### src/rtl/inst_fetch_mem_ctrl.sv
// Instruction-side memory controller: turns IF word fetches into four byte reads,
// assembles them little-endian and keeps the last word for zero-wait repeat hits.
module inst_fetch_mem_ctrl #(
  parameter int ADDR_W = 32
) (
  input  logic              clk,
  input  logic              rst,
  input  logic              r_enable_i,
  input  logic [ADDR_W-1:0] addr_i,
  input  logic              flush_i,
  output logic [31:0]       data_o,
  output logic              busy_o,
  output logic              done_o,
  output logic [ADDR_W-1:0] mem_addr_o,
  output logic              mem_re_o,
  input  logic [7:0]        mem_data_i,
  input  logic              mem_valid_i
);

  typedef enum logic [1:0] {IDLE, REQ, WAIT, DRAIN} state_t;

  localparam logic [ADDR_W-1:0] WORD_MASK = {{(ADDR_W-2){1'b1}}, 2'b00};

  state_t            state;
  state_t            state_next;
  logic [ADDR_W-1:0] hold_addr;
  logic              hold_valid;
  logic [ADDR_W-1:0] base;
  logic [1:0]        idx;
  logic [23:0]       asm_buf;

  logic hit;
  logic miss_req;
  logic byte_done;

  // Only the word part of the address matters; the shifts drop the byte offset.
  assign hit       = hold_valid && ((addr_i >> 2) == (hold_addr >> 2));
  assign miss_req  = r_enable_i && !hit && !flush_i;
  assign byte_done = (state == WAIT) && mem_valid_i;

  always_ff @(posedge clk) begin
    if (rst) begin
      state <= IDLE;
    end else begin
      state <= state_next;
    end
  end

  always_comb begin
    state_next = state;
    case (state)
      IDLE: begin
        if (miss_req) begin
          state_next = REQ;
        end
      end
      REQ: begin
        state_next = flush_i ? IDLE : WAIT;
      end
      WAIT: begin
        // A flush with the byte already arriving simply drops it; otherwise the
        // outstanding read must be drained before memory can be used again.
        if (mem_valid_i) begin
          if (flush_i || (idx == 2'd3)) begin
            state_next = IDLE;
          end else begin
            state_next = REQ;
          end
        end else if (flush_i) begin
          state_next = DRAIN;
        end
      end
      DRAIN: begin
        if (mem_valid_i) begin
          state_next = IDLE;
        end
      end
      default: state_next = IDLE;
    endcase
  end

  always_comb begin
    busy_o     = 1'b0;
    mem_re_o   = 1'b0;
    mem_addr_o = '0;
    if (!rst) begin
      busy_o = (state != IDLE) || miss_req;
      if (state == REQ) begin
        mem_addr_o = base | ADDR_W'(idx);
        mem_re_o   = !flush_i;
      end
    end
  end

  always_ff @(posedge clk) begin
    if (rst) begin
      data_o     <= '0;
      done_o     <= 1'b0;
      hold_addr  <= '0;
      hold_valid <= 1'b0;
      base       <= '0;
      idx        <= 2'd0;
      asm_buf    <= '0;
    end else begin
      done_o <= 1'b0;
      if ((state == IDLE) && miss_req) begin
        base <= addr_i & WORD_MASK;
        idx  <= 2'd0;
      end
      if (byte_done && !flush_i) begin
        if (idx == 2'd3) begin
          // The top byte goes straight from the bus into the word.
          data_o     <= {mem_data_i, asm_buf};
          hold_addr  <= base;
          hold_valid <= 1'b1;
          done_o     <= 1'b1;
        end else begin
          case (idx)
            2'd0:    asm_buf[7:0]   <= mem_data_i;
            2'd1:    asm_buf[15:8]  <= mem_data_i;
            2'd2:    asm_buf[23:16] <= mem_data_i;
            default: ;
          endcase
          idx <= idx + 2'd1;
        end
      end
      if (flush_i) begin
        hold_valid <= 1'b0;
      end
    end
  end

endmodule

### config.mk
export PLATFORM = sky130hd
export DESIGN_NAME = inst_fetch_mem_ctrl
export DESIGN_NICKNAME = d
export VERILOG_FILES = /design/src/rtl/inst_fetch_mem_ctrl.sv
export SDC_FILE = /design/constraint.sdc
export NUM_CORES = 1
export LEC_CHECK = 0
export CAP_MARGIN = 15
export CORE_MARGIN = 8
export CORE_UTILIZATION = 51
export DETAILED_ROUTE_END_ITERATION = 8
export GPL_TIMING_DRIVEN = 0
export PLACE_DENSITY_LB_ADDON = 0.1
export SLEW_MARGIN = 30
export SYNTH_ARGS = -nofsm -noshare
export SYNTH_HDL_FRONTEND = slang
export SYNTH_SLANG_ARGS = --single-unit
export TNS_END_PERCENT = 20
### constraint.sdc
create_clock -name clk -period 2.41 [get_ports clk]
set_clock_uncertainty 0.2 [all_clocks]
set_input_delay 0.6025 -clock clk [delete_from_list [all_inputs] [get_ports clk]]
set_output_delay 0.6025 -clock clk [all_outputs]
set_load 0.05 [all_outputs]
* Yosys cells after proc, flatten, opt, wreduce, memory -nomap -nowiden
Cells that the tools add are included.
** Word-level totals
- Flip-flop bits (word level) :: 122
- Bits of input ports :: 45
- Output and inout port bits :: 67
- Logic and storage cells :: 60
** Cells by class
- Add/subtract/negate cells :: 1
- Eq/ne operators :: 10
- Mux-type cells :: 16
- Bitwise gates (word level) :: 3
- Reductions and logical operators :: 20
** Operators with widths (number)
- $mux 32 :: 2
- $or 32x2->32 :: 1
- $eq 30x30->1 :: 1
- $mux 2 :: 8
- $reduce_and 3->1 :: 4
- $eq 2x2->1 const B :: 4
- $pmux 2 s4 :: 1
- $logic_and 1x1->1 :: 6
- $mux 1 :: 5
- $eq 2x1->1 const B :: 2
- $logic_not 2->1 :: 2
- $ne 2x2->1 const B :: 2
- $reduce_or 2->1 :: 2
- $ne 3x3->1 const B :: 1
- $add 2x1->2 const B :: 1
- $logic_not 1->1 :: 2
- $logic_or 1x1->1 :: 2
- $not 1->1 :: 2
- $reduce_and 2->1 :: 1
- $reduce_bool 2->1 :: 1

* Depth between registers and ports, before layout
Gate-level depths: netlist of run 1.
- Word-level depth :: 9
- Mapped depth :: 7
- Depth with buffers taken out :: 6

* Worst setup path before layout of run 1
Ideal clock, no wire load.
- Kind :: input to output
- From :: in rst
- To :: out busy_o
- Arrival :: 1.907 ns
- Data required time :: 1.607 ns
- Path slack :: -0.300 ns
- Stages on the path :: 4
- Path buffers :: 3
- Cells stage by stage :: clkbuf_1 > clkbuf_1 > clkbuf_1 > a21oi_1
** On the way
- Longest elaborated chain between the ends :: 1
** Ends and longest elaborated chain
- start, declared :: RTL line 7 : input logic rst,
- $mux 1 :: RTL line 86 : if (!rst) begin
- end, declared :: RTL line 12 : output logic busy_o,
No other way between the ends.

* Final worst setup path of run 1
- From :: in addr_i[28]
- To :: out busy_o
** On the way
- Longest elaborated chain between the ends :: 7
** Ends and longest elaborated chain
- start, declared :: RTL line 9 : input logic [ADDR_W-1:0] addr_i,
- $eq 30x30->1 :: RTL line 37 : assign hit = hold_valid && ((addr_i >> 2) == (hold_addr >> 2));
- $logic_and 1x1->1 :: RTL line 37
- $logic_not 1->1 :: RTL line 38 : assign miss_req = r_enable_i && !hit && !flush_i;
- $logic_and 1x1->1 (2 in series) :: RTL line 38
- $logic_or 1x1->1 :: RTL line 87 : busy_o = (state != IDLE) || miss_req;
- $mux 1 :: RTL line 86
No other way between the ends.

==> results of run 1 <==
==> per-stage QoR <==
step | hold WS, ns | power (W)
floorplan | 0.232 | 0.00231
global placement | 0.243 | 0.00247
detailed placement | 0.247 | 0.00247
CTS | 0.215 | 0.00501
global route | 0.255 | 0.00520
finish | 0.230 | 0.00505
==> metal layers <==
metal  vias up  share of wire  GRT usage
met2       175           0.46      0.323
met1      2229           0.45      0.300
li1       2321              -          -
met5         -              0          0
met4         0          0.014     0.0683
met3        20          0.080     0.0616
==> flip-flops by register name, summed over array words and instances, names as in the netlist <==
| name | flops |
|---|---|
| data_o | 32 |
| base | 30 |
| hold_addr | 30 |
| asm_buf | 24 |
| idx | 2 |
| state | 2 |
| done_o | 1 |
| hold_valid | 1 |
==> cells in the final DEF (no fill, tap or decap), types with 3 or more instances in the layout <==
cell and count:
nand2_1 149, dfxtp_1 118, a21oi_1 89, nand2b_1 60
dlygate4sd2_1 55, buf_8 33, and2_4 31, mux2i_1 30
clkbuf_1 29, nand3_1 25, clkbuf_16 17, xor2_1 13
clkdlybuf4s50_1 13, buf_6 9, xnor2_1 9, clkbuf_2 8
buf_4 8, xnor2_2 6, nor2_1 5, nand4_1 5
clkinvlp_4 5, ha_1 4, clkbuf_8 4, clkdlybuf4s15_1 4
inv_1 3, nand2_2 3, bufinv_16 3
==> final timing paths <==
| check | from | end | slack, ns | cells after the start |
|---|---|---|---|---|
| worst min-delay path | addr_i[3] | base[3]$_SDFFE_PP0P_ | 0.23 | 3 |
| worst max register to register | state[1]$_SDFFE_PP0P_ | hold_addr[2]$_SDFFE_PP0P_ | 0.04 | 8 |
| worst min register to register | data_o[4]$_SDFFE_PP0P_ | data_o[4]$_SDFFE_PP0P_ | 0.25 | 2 |
| worst max-delay path | addr_i[28] | busy_o | -0.60 | 7 |
==> power by group through the flow <==
stage | clock network, W | registers (W) | logic (W)
global placement | 0 | 0.00212 | 0.000349
CTS | 0.00258 | 0.00208 | 0.000354
finish | 0.00257 | 0.00208 | 0.000408
detailed placement | 0 | 0.00212 | 0.000355
global route | 0.00269 | 0.00208 | 0.000431
floorplan | 0 | 0.00211 | 0.000195
==> tightest hold or removal path: stages <==
cell,delay (ns)
buf_2,0.13
nand2b_1,0.09
mux2i_1,0.07
==> synth_stat cells (all sizes together), types with 3 or more instances <==
library cell	count	area [sq um]
a21oi	90	450
and2	32	200
buf	5	61.3
clkbuf	38	143
dfxtp	122	2440
ha	4	50.1
inv	3	11.3
mux2i	30	300
nand2	152	571
nand2b	60	375
nand3	25	125
nand4	5	31.3
nor2	5	18.8
nor2b	3	18.8
nor3b	3	27.5
nor4	3	18.8
xnor2	15	131
xor2	15	131
==> cell type report <==
class | instances | area (sq um) | share of cell area
clock buffer | 22 | 463 | 0.0615
buffer | 42 | 251 | 0.0334
sequential | 122 | 2450 | 0.326
timing repair buffer | 120 | 1280 | 0.170
inverter | 3 | 11.3 | 0.00150
clock inverter | 10 | 141 | 0.0188
tap | 136 | 170 | 0.0226
multi-input combinational | 456 | 2760 | 0.366
==> cells by family (layout without fill, tap and decap cells) <==
group | after synthesis | after routing | synth area share
compound gates | 96 | 96 | 0.0947
xor+xnor | 30 | 30 | 0.0505
fa+ha+maj | 4 | 4 | 0.00961
buf+inv | 46 | 197 | 0.0413
flops | 122 | 122 | 0.469
mux | 31 | 31 | 0.0598
simple gates | 295 | 295 | 0.275
==> what timing repair did <==
action	CTS	global route
endpoints found under the setup margin	122	92
resized for setup	294	135
cloned	0	2
hold buffers	0	0
setup buffers	4	5
pin swaps	18	4
==> summary.md, run 1 <==
| Metric | Value |
|---|---|
| Status | finished with violations |
| Failing checks | negative setup slack |
| CP endpoint kind | output pin |
| Largest net degree at the start of global routing | 20 |
| Fin nets | 811 |
| # DRC | 0 |
| HPWL Detailed | 10,400 um |
| TNS Setup | -4.08 ns |
| TritonCTS clock tree | yes |
| Worst-path fanout max | 2 |
| Number of port buffers | 109 |
| Switching pwr | 0.00115 W |
| First-pass GRT wire length | 23,100 um |
| DRT Pass-1 Iters | 4 |
| Seq cells post-synth | 122 |
| Vias in the first global route | 4,543 |
| CTS buffer count | 17 |
| Row count | 37 |
| DIE WIDTH | 117 um |
| Initial antenna violation count | 0 |
| Layout area overhead | 44.6% |
| Asr flop ratio synth | 0 |
| Crit-path cells | dlygate4sd2_1, xnor2_1, nand4_1, or4_4, o21ai_4, a21oi_4, buf_6 |
| Combinational power share | 0.081 |
| Root Buffer | clkbuf_8 |
| Seq/Total Area, Yosys | 0.469 |
| Slowest stage delay, CP | 0.58 ns |
| Clock group share of total power | 0.508 |
| Slowest library cell on the worst path | or4_4 |
| EDFF count, synth | 0 |
| Pwr dens | 671 nW/um^2 |
| Starting Density | 0.514 |
| Core area | 10,100 sq um |
| Total GRT Usage | 0.218 |
| Htree depth | 4 |
| Reg power frac | 0.411 |
| Vias per cell | 5.21 |
| Post-Syn Area per Cell | 8.35 sq um |
| Worst Hold Class | input port to flip-flop |
| Max Root-Sink Buffers | 2 |
| VDD IR max | 393 uV |
| # setup viols final | 33 |
| Syn nets | 673 |
| P_leak | 2.94 nW |
| ANT nets after route | 0 |
| Fmax | 0.332 GHz |
| Int Power | 0.00390 W |
| RSZ-0062 raised after global routing | true |
| Critical path arrival | 2.21 ns |
| Final hold violations | 0 |
| Worst slack at placement | -1.68 ns |
| WP buf/inv | 2 |
| Cells after Synth | 624 |
| Initial DRC count | 326 |
| Netlist Area Pre-Place | 5210 sq um |
| Die height | 117 um |
| I/O pins | 112 |
| RePlAce Congestion | 0.873 |
| Netlist cell types | 34 |
| Final WL | 15,400 um |
| Net Sw Frac | 0.228 |
| Worst Setup Path Type | input port to output pin |
| Filler Cells Inserted | 758 |
| Placed instance area | 6490 sq um |
| GRT overflow | 0 |
| Dpl cells | 869 |
| Layout cells sized above 1 | 0.192 |
| Avg WL per Cell | 16.9 um |
| Worst-Margin Slew | 0.619 ns |
| Final period util | 1.25 |
| # Max-Cap Violations | 0 |
| Diodes inserted | 0 |
| Post-layout util | 0.743 |
| Ys flop type | dfxtp_1 |
| CP required | 1.61 ns |
| Warnings, synthesis | 0 |
| Post-route cell area | 7530 sq um |
| Die area | 13,700 sq um |
| Worst setup slack after layout | -0.602 ns |
| Top delay family on crit path | simple AND/OR/NAND/NOR gates |
| Clk Latency, worst-skew pair | 0.52 ns |
| Num Clock Sinks | 122 |
| Slew margin rel. | 0.587 |
| Fin crit period | 3.01 ns |
| Clk slew on worst S/H paths | 0.06 ns |
| Crit start category | input port |
| Via count | 4,745 |
| Non-filler cells, final | 911 |
| Max-slew violations | 0 |
(Power assumes the default switching activity.)
==> run 2, diff against run 1 <==
- GPL_TIMING_DRIVEN: 0 -> unset
==> run 2 against run 1 <==
The flow still finishes with violations (negative setup slack). Cell count fell by 3.4%. Via count shrank 4.2%. Non-clock buffer count shrank 31. Sequential share of layout area is 0.11 points higher. Utilization is 0.52 points lower. Hold slack improved by 0.020 ns. Cell area decreased by 0.70%. Critical path depth is the same.
==> summary.md, run 2 (synthesis gave the netlist of run 1 again) <==
| Metric | Value |
|---|---|
| R2R setup slack | 0.13 ns |
| CP endpoint kind | output pin |
| # setup viols final | 34 |
| Reg2reg end | asm_buf[9]$_SDFFE_PP0P_ |
| CTS buffer count | 17 |
| RSZ-0062 raised after global routing | true |
| Worst Hold Class | flip-flop to flip-flop |
| Post-layout util | 0.737 |
| Top delay family on crit path | buffers and inverters |
| Slowest stage delay, CP | 0.44 ns |
| Htree depth | 4 |
| Biggest register | data_o |
| I/O pins | 112 |
| Slowest library cell on the worst path | clkdlybuf4s50_1 |
| DIE WIDTH | 117 um |
| Cells on worst reg2reg path | 7 |
| Sequential cell area | 2440 sq um |
| Worst Setup Path Type | input port to output pin |
| Fmax | 0.337 GHz |
| Hold buffer count at CTS | 0 |
| Avg WL per Cell | 15.5 um |
| WP buf/inv | 2 |
| Die area | 13,700 sq um |
| Final WL | 13,700 um |
| P_leak | 2.84 nW |
| Pwr dens | 634 nW/um^2 |
| Vias per cell | 5.17 |
| Met3 GRT Util | 0.0703 |
| Row count | 37 |
| Max Root-Sink Buffers | 2 |
| Failing checks | negative setup slack |
| Crit start category | input port |
| DRT Pass-1 Iters | 4 |
| First-pass GRT wire length | 22,300 um |
| Stages on the worst setup path | 7 |
| Biggest regs | data_o (32), base (30), hold_addr (30) |
| Final period util | 1.23 |
| Vias in the first global route | 4,425 |
| Core area | 10,100 sq um |
| Starting Density | 0.514 |
| ANT nets after route | 0 |
| GRT overflow | 0 |
| # DRC | 0 |
| CP required | 1.61 ns |
| Most frequent cells in the layout | nand2_1, dfxtp_1, a21oi_1, nand2b_1, dlygate4sd2_1 |
| Clk slew on worst S/H paths | 0.06 ns |
| Hold WS | 0.251 ns |
| Layout cells sized above 1 | 0.168 |
| Filler Cells Inserted | 771 |
| Max reg flops | 32 |
| Worst setup slack after layout | -0.561 ns |
| HPWL Detailed | 9390 um |
| Max-slew violations | 0 |
| Worst-Margin Slew | 0.539 ns |
| VDD IR max | 390 uV |
| GR peak layer | met2 |
| # Max-Cap Violations | 0 |
| Layout area overhead | 43.6% |
| Root Buffer | clkbuf_8 |
| Hold depth | 2 |
| Critical path arrival | 2.17 ns |
| RePlAce Congestion | 0.800 |
| Num Clock Sinks | 122 |
| Initial antenna violation count | 0 |
| Crit-path cells | clkdlybuf4s50_1, xor2_1, nor4_2, nand4_1, o21ai_4, a21oi_4, buf_6 |
| Worst-path fanout max | 2 |
| Power Total | 0.00474 W |
| Via count | 4,546 |
| TritonCTS clock tree | yes |
| Largest net degree at the start of global routing | 155 |
| HP Start | data_o[7]$_SDFFE_PP0P_ |
| Initial DRC count | 313 |
| Total GRT Usage | 0.210 |
| Area of the multi-input gates | 2700 sq um |
| R2R Path Start | idx[0]$_SDFF_PP0_ |
| Status | finished with violations |
| Number of port buffers | 109 |
| Die height | 117 um |
| Diodes inserted | 0 |
| Clk Latency, worst-skew pair | 0.51 ns |
| Final hold violations | 0 |
| Commonest non-fill, non-tap cell in the layout | nand2_1 |
| Slew margin rel. | 0.641 |
| GRT met1 Usage | 0.269 |
| Fin nets | 780 |
| Fin crit period | 2.97 ns |
| Worst Hold End | data_o[7]$_SDFFE_PP0P_ |
| Met2 Track Usage GR | 0.330 |
run 2: stage by stage:
stage          setup TNS (ns)  cells  worst slack, ns  cell area [sq um]
2_1_floorplan          -0.808    624           -0.113               5230
3_3_place_gp           -25.03    847           -0.841               6860
3_5_place_dp           -27.18    847           -0.883               6860
4_1_cts                 -7.43    880           -0.531               7460
5_1_grt                 -9.69    880           -0.617               7480
6_report                -6.86    880           -0.561               7480
run 2: how the worst max path moves through the flow:
stage,from,end,slack (ns)
after floorplan,addr_i[3],busy_o,-0.11
after global placement,addr_i[24],busy_o,-0.84
after detailed placement,addr_i[12],busy_o,-0.88
after CTS,hold_addr[23]$_SDFFE_PP0P_,busy_o,-0.53
after global routing,addr_i[20],busy_o,-0.62
final,addr_i[20],busy_o,-0.56
run 2: what timing repair did:
action	4_1_cts	5_1_grt
setup endpoints to repair	91	36
resized for setup	77	2
gates cloned	0	0
pin swaps	16	0
buffers inserted	1	0
run 2: layer usage:
layer	wire length, um	part of all wire
met4	144	0.011
met5	0	0
met3	1040	0.076
met2	6450	0.47
met1	6030	0.44
run 2: where the power goes:
group | internal (W) | switching [W]
clock network | 0.00137 | 0.000931
registers | 0.00205 | 0.0000266
logic | 0.000176 | 0.000191
total | 0.00359 | 0.00115
run 2: final cells by class:
| class | instances | share of cell area |
|---|---|---|
| multi-input cells | 456 | 0.361 |
| flip-flops and latches | 122 | 0.327 |
| repair buffers | 131 | 0.216 |
| clock buffers | 18 | 0.0559 |
| well taps | 136 | 0.0228 |
| clock inverters | 14 | 0.0167 |
| inverters | 3 | 0.00151 |
run 2: worst reg2reg max path: stages (launching register included):
cell	delay (ns)
dfxtp_1	0.35
ha_1	0.25
or3b_2	0.48
nor3b_2	0.19
buf_4	0.21
nand2_1	0.23
nand2_1	0.15
a21oi_1	0.08
